<file path="config.mk">
export PLATFORM = sky130hd
export DESIGN_NAME = gate_exerciser
export DESIGN_NICKNAME = d
export VERILOG_FILES = /design/src/rtl/gate_exerciser.sv
export SDC_FILE = /design/constraint.sdc
export NUM_CORES = 1
export LEC_CHECK = 0
export CORE_MARGIN = 10
export CORE_UTILIZATION = 50
export DETAILED_ROUTE_END_ITERATION = 8
export PLACE_DENSITY = 0.74
export SLEW_MARGIN = 15
export SYNTH_ARGS = -nofsm -noshare
export SYNTH_HDL_FRONTEND = slang
export SYNTH_SLANG_ARGS = --single-unit
export TNS_END_PERCENT = 100
</file>
<file path="constraint.sdc">
create_clock -name clk -period 9.4 [get_ports clk]
set_clock_uncertainty 0.2 [all_clocks]
set_input_delay 1.88 -clock clk [delete_from_list [all_inputs] [get_ports clk]]
set_output_delay 1.88 -clock clk [all_outputs]
set_load 0.02 [all_outputs]
</file>
<file path="src/rtl/gate_exerciser.sv">
// Self-test driver/checker for a two-input, seven-output logic-gate block.
// Walks A/B through 00,01,10,11, samples the gate outputs after a settle delay, and accumulates sticky results.
module gate_exerciser #(
   parameter int unsigned SETTLE_CYCLES = 2
) (
   input  logic       clk,
   input  logic       rst_n,
   input  logic       start,
   output logic       a_drv,
   output logic       b_drv,
   input  logic       cmp_and,
   input  logic       cmp_nand,
   input  logic       cmp_or,
   input  logic       cmp_nor,
   input  logic       cmp_not,
   input  logic       cmp_xor,
   input  logic       cmp_xnor,
   output logic       busy,
   output logic       done,
   output logic       pass,
   output logic [6:0] fail_mask,
   output logic [3:0] fail_vec,
   output logic [4:0] err_count
);

   typedef enum logic [2:0] {
      ST_IDLE   = 3'd0,
      ST_DRIVE  = 3'd1,
      ST_SETTLE = 3'd2,
      ST_SAMPLE = 3'd3,
      ST_DONE   = 3'd4
   } state_t;

   localparam logic [3:0] SETTLE_LAST = (SETTLE_CYCLES > 0) ? 4'(SETTLE_CYCLES - 1) : 4'd0;

   // Truth table in fail_mask bit order: and, nand, or, nor, not, xor, xnor.
   function automatic logic [6:0] expected_outputs(input logic a, input logic b);
      expected_outputs = {~(a ^ b), a ^ b, ~a, ~(a | b), a | b, ~(a & b), a & b};
   endfunction

   function automatic logic [2:0] popcount7(input logic [6:0] v);
      logic [2:0] sum;
      sum = 3'd0;
      for (int i = 0; i < 7; i++) begin
         sum = sum + {2'b00, v[i]};
      end
      popcount7 = sum;
   endfunction

   state_t     state_q, state_d;
   logic [1:0] idx_q, idx_d;
   logic [3:0] cnt_q, cnt_d;
   logic       a_q, a_d, b_q, b_d;
   logic       busy_q, busy_d, done_q, done_d, pass_q, pass_d;
   logic [6:0] mask_q, mask_d;
   logic [3:0] vec_q, vec_d;
   logic [4:0] err_q, err_d;
   logic [6:0] mismatch_s;

   assign mismatch_s = {cmp_xnor, cmp_xor, cmp_not, cmp_nor, cmp_or, cmp_nand, cmp_and}
                       ^ expected_outputs(idx_q[1], idx_q[0]);

   // State register and result registers.
   always_ff @(posedge clk or negedge rst_n) begin
      if (!rst_n) begin
         state_q <= ST_IDLE;
         idx_q   <= 2'd0;
         cnt_q   <= 4'd0;
         a_q     <= 1'b0;
         b_q     <= 1'b0;
         busy_q  <= 1'b0;
         done_q  <= 1'b0;
         pass_q  <= 1'b0;
         mask_q  <= 7'd0;
         vec_q   <= 4'd0;
         err_q   <= 5'd0;
      end else begin
         state_q <= state_d;
         idx_q   <= idx_d;
         cnt_q   <= cnt_d;
         a_q     <= a_d;
         b_q     <= b_d;
         busy_q  <= busy_d;
         done_q  <= done_d;
         pass_q  <= pass_d;
         mask_q  <= mask_d;
         vec_q   <= vec_d;
         err_q   <= err_d;
      end
   end

   // Next-state and result update logic.
   always_comb begin
      state_d = state_q;
      idx_d   = idx_q;
      cnt_d   = cnt_q;
      a_d     = a_q;
      b_d     = b_q;
      busy_d  = busy_q;
      done_d  = done_q;
      pass_d  = pass_q;
      mask_d  = mask_q;
      vec_d   = vec_q;
      err_d   = err_q;
      case (state_q)
         ST_IDLE, ST_DONE: begin
            if (start) begin
               state_d = ST_DRIVE;
               idx_d   = 2'd0;
               cnt_d   = 4'd0;
               a_d     = 1'b0;
               b_d     = 1'b0;
               busy_d  = 1'b1;
               done_d  = 1'b0;
               pass_d  = 1'b0;
               mask_d  = 7'd0;
               vec_d   = 4'd0;
               err_d   = 5'd0;
            end else begin
               state_d = state_q;
            end
         end
         ST_DRIVE: begin
            cnt_d = 4'd0;
            if (SETTLE_CYCLES == 0) begin
               state_d = ST_SAMPLE;
            end else begin
               state_d = ST_SETTLE;
            end
         end
         ST_SETTLE: begin
            if (cnt_q >= SETTLE_LAST) begin
               state_d = ST_SAMPLE;
            end else begin
               cnt_d = cnt_q + 4'd1;
            end
         end
         ST_SAMPLE: begin
            mask_d = mask_q | mismatch_s;
            vec_d  = vec_q | ({3'b000, |mismatch_s} << idx_q);
            err_d  = err_q + {2'b00, popcount7(mismatch_s)};
            if (idx_q == 2'd3) begin
               state_d = ST_DONE;
               busy_d  = 1'b0;
               done_d  = 1'b1;
               pass_d  = (err_d == 5'd0);
            end else begin
               // Next vector is driven on the same edge that leaves SAMPLE.
               idx_d   = idx_q + 2'd1;
               a_d     = idx_d[1];
               b_d     = idx_d[0];
               state_d = ST_DRIVE;
            end
         end
         default: begin
            state_d = ST_IDLE;
         end
      endcase
   end

   assign a_drv     = a_q;
   assign b_drv     = b_q;
   assign busy      = busy_q;
   assign done      = done_q;
   assign pass      = pass_q;
   assign fail_mask = mask_q;
   assign fail_vec  = vec_q;
   assign err_count = err_q;

endmodule

</file>
# == After elaboration in Yosys (flattened, before gate mapping) ==
# Cells that the tools add are included.
# word_totals
ff_bits,30
elab_cells,80
input_bits,10
output_inout_bits,21
# op_classes
n_reduce_logical,11
n_lt_le_gt_ge,1
bitwise_logic,10
n_mux,27
n_addsub,9
n_shift,1
eq_ne,10
# ops
op,count
7-bit one-hot mux with 2 select lines,1
3-bit by 1-bit adder with 3-bit output,4
3-bit one-hot mux with 4 select lines,1
4-bit one-hot mux with 3 select lines,1
2-bit != test (second input constant),5
1-bit one-hot mux with 2 select lines,5
5-bit one-hot mux with 2 select lines,1
3-bit 2-to-1 mux,3
3-bit AND reduction,3
4-bit 2-to-1 mux,2
4-bit one-hot mux with 2 select lines,1
1-bit 2-to-1 mux,7
7-bit 2-to-1 mux,1
7-bit bitwise OR,1
7-bit OR reduction,1
7-bit XOR,1
3-bit by 2-bit equality test with 1-bit output (second input constant),2
5-bit by 3-bit adder with 5-bit output,1
5-bit zero test,1
5-bit 2-to-1 mux,1
4-bit by 1-bit adder with 4-bit output (second input constant),1
4-bit by 1-bit >= comparator with 1-bit output (second input constant),1
2-bit 2-to-1 mux,2
1-bit inverter,4
17 further kinds,18

# == Longest topological paths before layout ==
# Gate-level depths: netlist of run 1.
# depth
depth_word,13
mapped_depth,17

# == Worst setup path before layout of run 1 ==
# Ideal clock, no wire load.
# synth_path
path_kind,input-to-reg
from,input cmp_or
to,"register pass_q, in the netlist pass"
arrival_ns,4.937
required_ns,9.105
path_buffers,0
setup_slack_ns,4.167
cell_stages,15
cell_sequence,xor2_1 -> fa_1 -> inv_1 -> fa_1 -> inv_1 -> fa_1 -> inv_1 -> ha_1 -> inv_1 -> fa_1 -> nand2b_1 -> a21oi_1 -> xnor2_1 -> nand4b_1 -> o31ai_1
# synth_via
elab_chain_len,10
# synth_rtl
element,line_no,source
from (decl),13,"input logic cmp_or,"
7-bit XOR,61,"^ expected_outputs(idx_q[1], idx_q[0]);"
2-bit by 1-bit adder with 3-bit output,45,"sum = sum + {2'b00, v[i]};"
3-bit by 1-bit adder with 3-bit output (4 in a row),45,
5-bit by 3-bit adder with 5-bit output,141,"err_d = err_q + {2'b00, popcount7(mismatch_s)};"
5-bit zero test,146,pass_d = (err_d == 5'd0);
1-bit 2-to-1 mux,142,if (idx_q == 2'd3) begin
1-bit one-hot mux with 2 select lines,105,case (state_q)
to (signal assigned),85,pass_q <= pass_d;
to (decl),54,"logic busy_q, busy_d, done_q, done_d, pass_q, pass_d;"
# Every way passes these cells. The select of a mux whose other input is x is not followed.
# A chain may end at the register's enable or synchronous reset.

# == Worst setup path in the final report of run 1 ==
# Same ends and word-level chain as after synthesis.

==> results of run 1 <==
[cell usage in the layout, fill, tap and decap left out, drive strengths merged, types with 3 or more instances in the layout]
master,Yosys,final
clkdlybuf4s50,0,30
inv,14,14
xor2,4,4
nor2b,3,3
ha,12,12
a21oi,11,11
nor2,18,18
o41ai,5,5
dfrtp,28,28
nand2,15,15
clkbuf,1,4
o21ai,5,5
o21a,5,5
fa,4,4
xnor2,7,7
a22o,3,3
[per-layer routing]
| metal | global-route usage (%) | up-vias | part of all wire [%] |
|---|---|---|---|
| met1 | 16.4 | 582 | 47 |
| met2 | 20.6 | 29 | 48 |
| met4 | 3.35 | 0 | 0.98 |
| li1 | - | 585 | - |
| met3 | 3.07 | 5 | 4.2 |
| met5 | 0 | - | 0 |
[sequential cells by signal, indices dropped and copies added (netlist names)]
| register | cells |
|---|---|
| fail_vec | 4 |
| pass | 1 |
| err_count | 5 |
| state_q | 3 |
| done | 1 |
| fail_mask | 7 |
| b_drv | 1 |
| busy | 1 |
| cnt_q | 4 |
| idx_q | 1 |
[worst max-delay path: cells and delay by family]
kind            cells  cell delay (ps)
fa+ha+maj           5             1800
buf+inv             5              780
compound gates      2              490
xor+xnor            2              420
simple gates        2              280
[path summary, 6_finish.rpt]
check,endpoint,slack [ps],depth (start not counted)
worst min register to register,state_q[1],250,1
min in group asynchronous,fail_mask[0],1720,2
max in group asynchronous,cnt_q[0],7010,2
worst min-delay path,state_q[1],250,1
worst max-delay path,pass,3790,16
worst max register to register,pass,4880,16
[cells in the mapped netlist]
library cell  instances
dfrtp_1              28
nor2_1               16
inv_1                14
nand2_1              14
ha_1                 12
a21oi_1              11
xnor2_1               7
o21a_1                5
o21ai_1               5
o41ai_1               5
fa_1                  4
xor2_1                4
a22o_1                3
buf_2                 3
nor2b_1               3
mux2_2                2
nand2b_1              2
nand3_1               2
nor2_2                2
nor3b_1               2
o31ai_1               2
a21o_1                1
and2_1                1
and2b_1               1
and3_1                1
buf_6                 1
clkbuf_1              1
nand2_4               1
nand4b_1              1
nor4_1                1
nor4_2                1
or2_1                 1
[cells by family (layout without fill, tap and decap cells)]
family                     Yosys count  count (layout)  synth area share, %
muxes                                2               2                 1.42
AOI/OAI and AO/OA                   32              32                 13.2
adders and majority gates           16              16                 14.5
and+or+nand+nor                     49              49                 15.5
DFF                                 28              28                 44.1
xor gates and xnor gates            11              11                 6.06
buffers and inverters               19              49                 5.20
[through the flow]
step	setup slack [ps]	cell area, µm²
5_1_grt	3480	1960
6_report	3790	1960
4_1_cts	3770	1960
3_5_place_dp	3450	1920
2_1_floorplan	4170	1590
3_3_place_gp	3540	1920
[layout make-up]
class	count	area, µm²
clock buffers	4	36.3
repair buffers	31	308
well taps	44	55.1
multi-input cells	110	806
fillers	274	1090
inverters	14	52.6
flip-flops and latches	28	701
==> impl_metrics.ini, run 1 <==
[status]
outcome = completed

[clock_network]
cts_sinks = 28
numCtsBuffers = 3
cts_hold_buffers = 0
cts_tree = built
post_cts_buffers = 0
cts.clk_slew.worst_paths_ps = 150
cts_htree_levels = 1
cts_buffer_depth = 2
cts.repair.resized = 0
clock_latency_ps = 320
clockRootBuffer = clkbuf_4

[die]
start_util_pct = 52.0
pin_count = 31
rows = 20
die-area_um2 = 5830
fp.dieH_um = 76.4
fp.dieW_um = 76.4
core_um2 = 3050

[yosys]
syn_area_um2 = 1590
ys_seq_elements = 28
syn_nets = 183
yosysSeqAreaShare_pct = 44.1
ys_top_cells_by_area = dfrtp_1 (44%), ha_1 (9.4%), fa_1 (5.0%), xnor2_1 (3.9%), nor2_1 (3.8%)
ys_warn_count = 0
synth.top_cell.area_share_pct = 44.1
synth_cell_types = 32
synth_cells = 157
syn-mean-instance-area_um2 = 10.1
yosysTopAreaCell = dfrtp_1

[worst_setup_path]
end_kind = flop
cp_max_fo = 3
cpPeakStageDelay_ps = 510
path_class = in -> reg
critPathRequiredTime_ps = 9450
r2r-start = idx_q[1]
arrival_ps = 5660
crit_start = cmp_or
worst_setup_path_start_kind = primary input
cp_cell_sequence = clkdlybuf4s50_1, xor2_1, fa_1, inv_1, fa_1, inv_1, fa_1, inv_1, ha_1, inv_1, fa_1, nand2b_1, a21oi_1, xnor2_1, nand4b_1, o31ai_1
slowest_stage = clkdlybuf4s50_1

[worst_hold_path]
min_from = state_q[2]
min_path_type = reg -> reg

[sta]
slew-limit-headroom_pct = 69.2
hold_slack_ps = 254
setup_viol = 0
min_period_ps = 5610
tightest_slew_ps = 461
hold_violations = 0
setup_tns_ps = 0
period_share_pct = 59.7
fmax_ghz = 0.178
rsz0062_at_grt = no
final_max_slew_viol_count = 0

[job]
drv_cap = 0

[layout]
fin_cells = 231
drive_gt1_share_pct = 5.88
finalNetCount = 214
area_growth_pct = 23.2
finish.utilization_pct = 64.1
antenna_cells = 0

[global_route]
grt_antenna_before_repair = 0
grt_overflow = 0
grt_pass1_wl_mm = 6.24
grt_pass1_vias = 1267
track_usage_pct = 12.7
grt_max_degree = 29

[placed_design]
io_buffers = 30
gp_congestion = 0.829
post-place-cells = 227
dp_hpwl_mm = 2.71

[routing]
routed_wl_mm = 3.47
drc = 0
wl_per_cell_um = 15.0
via_per_inst = 5.20
firstDrtPassIters = 4
dr.first_iter.drc_count = 71
postRouteAntennaNets = 0
num_vias = 1201
Power of run 1 is not shown: default switching activity piles up to over one toggle a cycle in this logic, so the estimate is an artifact.
==> inputs of run 2 (changes only) <==
clock period = 5.38 ns   (was 9.4 ns; I/O delays follow)
==> impl_metrics.ini, run 2 (synthesis results as in run 1) <==
[status]
outcome = completed

[layout]
final_cell_mix = clkdlybuf4s50_1 (30), dfrtp_1 (28), nor2_1 (16), inv_1 (14), nand2_1 (14)
area_growth_pct = 23.2
largest_reg_flops = 7
antenna_cells = 0
drive_gt1_share_pct = 5.88
layout_commonest_cell = clkdlybuf4s50_1
nFillCells = 279
finalNetCount = 214

[routing]
routed_wl_mm = 3.49
dr.first_iter.drc_count = 61
drc = 0
wl_per_cell_um = 15.1
via_per_inst = 5.16
postRouteAntennaNets = 0
firstDrtPassIters = 4
num_vias = 1191

[die]
start_util_pct = 52.0
pin_count = 31
core_um2 = 3050
rows = 20
fp.dieH_um = 76.4
fp.dieW_um = 76.4
die-area_um2 = 5830

[global_route]
grt_pass1_wl_mm = 6.22
track_usage_pct = 12.7
grt_antenna_before_repair = 0
grt_max_degree = 29
grt_pass1_vias = 1235
grt_overflow = 0

[worst_setup_path]
crit_start = cmp_or
cp_max_fo = 3
worstSetupEndpoint = pass
arrival_ps = 4870
cpPeakStageDelay_ps = 510
cp_cell_sequence = clkdlybuf4s50_1, xor2_1, fa_1, inv_1, fa_1, inv_1, fa_1, inv_1, ha_1, inv_1, fa_1, nand2b_1, a21oi_1, xnor2_1, nand4b_1, o31ai_1
path_class = in -> reg
critPathRequiredTime_ps = 5440
rr_endpoint = pass
path_buf_inv = 5
cp_top_family = adder cells
worst_setup_path_start_kind = primary input
reg2reg_depth = 17
reg2reg_slack_ps = 870
slowest_stage = clkdlybuf4s50_1
end_kind = flop
r2r-start = idx_q[1]
crit_cells = 16

[sta]
hold_violations = 0
setup_tns_ps = 0
period_share_pct = 89.4
tightest_slew_ps = 459
final_max_slew_viol_count = 0
rsz0062_at_grt = no
min_period_ps = 4810
setup_viol = 0
fmax_ghz = 0.208
slew-limit-headroom_pct = 69.3

[clock_network]
cts_sinks = 28
cts_tree = built
cts_buffer_depth = 2
cts_htree_levels = 1
cts.repair.resized = 0
cts.clk_slew.worst_paths_ps = 160
post_cts_buffers = 0
cts_hold_buffers = 0
numCtsBuffers = 3
clock_latency_ps = 330
clockRootBuffer = clkbuf_4

[placed_design]
dp_hpwl_mm = 2.74
io_buffers = 30
gp_congestion = 0.829

[job]
drv_cap = 0

[worst_hold_path]
min_path_type = reg -> reg
-- run 2: worst min path at each step --
stage / from / endpoint / slack, ps / cells after the start
after floorplan: state_q[2] / state_q[1] / 220 / 1
after global placement: state_q[2] / state_q[1] / 220 / 1
after detailed placement: state_q[2] / state_q[1] / 230 / 1
after CTS: state_q[2] / state_q[1] / 250 / 1
after global routing: state_q[2] / state_q[1] / 280 / 1
final: state_q[2] / state_q[1] / 260 / 1
-- run 2: final cells by class --
| class | instances | area (µm²) | area share (%) |
|---|---|---|---|
| tap | 44 | 55.1 | 2.81 |
| timing repair buffer | 31 | 308 | 15.7 |
| clock buffer | 4 | 36.3 | 1.85 |
| sequential | 28 | 701 | 35.8 |
| inverter | 14 | 52.6 | 2.68 |
| multi-input combinational | 110 | 806 | 41.2 |
-- run 2: metrics by stage --
step	hold slack, ps	utilization, %	instances	setup slack [ps]	instance area, µm²
2_1_floorplan	215	-	157	951	1590
3_3_place_gp	224	63.0	227	328	1920
3_5_place_dp	226	63.0	227	233	1920
4_1_cts	253	64.1	231	556	1960
5_1_grt	282	64.1	231	269	1960
6_report	260	64.1	231	569	1960
-- run 2: layer usage --
metal | wire, µm | track usage [%] | vias to the layer above
li1 | - | - | 587
met3 | 146 | 3.18 | 4
met1 | 1660 | 16.3 | 567
met2 | 1660 | 20.5 | 33
met4 | 29 | 3.35 | 0
met5 | 0 | 0 | -
Power of run 2 is left out for the same reason.
==> inputs of run 3 (changes only) <==
SLEW_MARGIN = 20   (was 15)
clock period = 4.7 ns   (was 5.38 ns; I/O delays follow)
==> impl_metrics.ini, run 3 (synthesis results as in run 1) <==
[worst_setup_path]
cp_max_fo = 6
critPathRequiredTime_ps = 4750
worst_setup_path_start_kind = flop
end_kind = flop
arrival_ps = 4440
path_class = reg -> reg

[job]
drv_cap = 0

[layout]
final_cell_mix = clkdlybuf4s50_1 (28), dfrtp_1 (26), nor2_1 (16), inv_1 (14), nand2_1 (14)
antenna_cells = 0
finalNetCount = 221
drive_gt1_share_pct = 12.4
layout_commonest_cell = clkdlybuf4s50_1
area_growth_pct = 28.5
largest_reg_flops = 7

[clock_network]
clock_latency_ps = 320
cts_buffer_depth = 2
clockRootBuffer = clkbuf_4
cts_sinks = 28
cts.clk_slew.worst_paths_ps = 150
cts_htree_levels = 1
cts_tree = built
numCtsBuffers = 3

[global_route]
grt_antenna_before_repair = 0
grt_max_degree = 29
grt_pass1_wl_mm = 6.28
track_usage_pct = 12.9
grt_pass1_vias = 1305
grt_overflow = 0

[sta]
hold_slack_ps = 257
fmax_ghz = 0.228
rsz0062_at_grt = no
setup_tns_ps = 0
min_period_ps = 4390
fin_ws_ps = 305
hold_violations = 0
slew-limit-headroom_pct = 69.7
tightest_slew_ps = 453
period_share_pct = 93.5
setup_viol = 0
final_max_slew_viol_count = 0

[routing]
routed_wl_mm = 3.62
via_per_inst = 5.24
firstDrtPassIters = 4
dr.first_iter.drc_count = 51
drc = 0
postRouteAntennaNets = 0
num_vias = 1247
wl_per_cell_um = 15.2

[die]
fp.dieW_um = 76.4
start_util_pct = 52.0
die-area_um2 = 5830
pin_count = 31
core_um2 = 3050
fp.dieH_um = 76.4
rows = 20

[status]
outcome = completed

[placed_design]
dp_hpwl_mm = 2.87
place_ws_ps = -368
gp_congestion = 0.814
io_buffers = 30

[worst_hold_path]
min_path_type = reg -> reg
## run 3: cell count changes in the layout (fill, tap and decap cells not counted), moves of 2 or more
| cell | delta |
|---|---|
| buf_4 | +7 |
| clkdlybuf4s50_1 | -2 |
| dfrtp_1 | -2 |
| dfrtp_2 | +2 |
| dlymetal6s2s_1 | +2 |
## run 3: layout make-up
type	instances	area, µm²
sequential	28	703
clock buffer	4	36.3
inverter	14	52.6
multi-input combinational	110	830
fill	274	1010
timing repair buffer	38	365
tap	44	55.1
## run 3: what timing repair did
action	CTS	global route
gates resized for setup	2	6
buffers inserted	0	2
endpoints found under the setup margin	1	1
pin swaps	0	2
hold buffers	0	0
## run 3: final timing paths
kind | from | depth (start not counted) | endpoint | slack [ps]
worst max register to register | b_drv | 17 | pass | 310
worst min register to register | state_q[2] | 1 | state_q[1] | 260
max in group asynchronous | rst_n | 2 | b_drv | 3250
worst min-delay path | state_q[2] | 1 | state_q[1] | 260
worst max-delay path | b_drv | 17 | pass | 310
min in group asynchronous | rst_n | 2 | fail_mask[5] | 770
## run 3: through the flow
stage,utilization [%],std cells,cell area (µm²)
floorplan,-,157,1590
global placement,64.2,232,1960
detailed placement,64.2,232,1960
CTS,65.7,236,2010
global route,66.9,238,2040
finish,66.9,238,2040
## run 3: routing by layer
layer	global-route usage, %	part of all wire (%)
met1	16.1	44
met2	21.2	50
met3	3.30	4.6
met4	3.72	1.2
met5	0	0
## run 3: critical path: stages (launching register included)
cell	delay, ps
dfrtp_2	440
inv_1	90
ha_1	270
xor2_2	220
fa_1	510
inv_1	50
fa_1	470
inv_1	50
fa_1	430
inv_1	70
ha_1	160
inv_1	60
fa_1	370
nand2b_1	170
a21oi_2	180
xnor2_1	160
nand4b_1	160
o31ai_2	270
Power of run 3 is left out for the same reason.
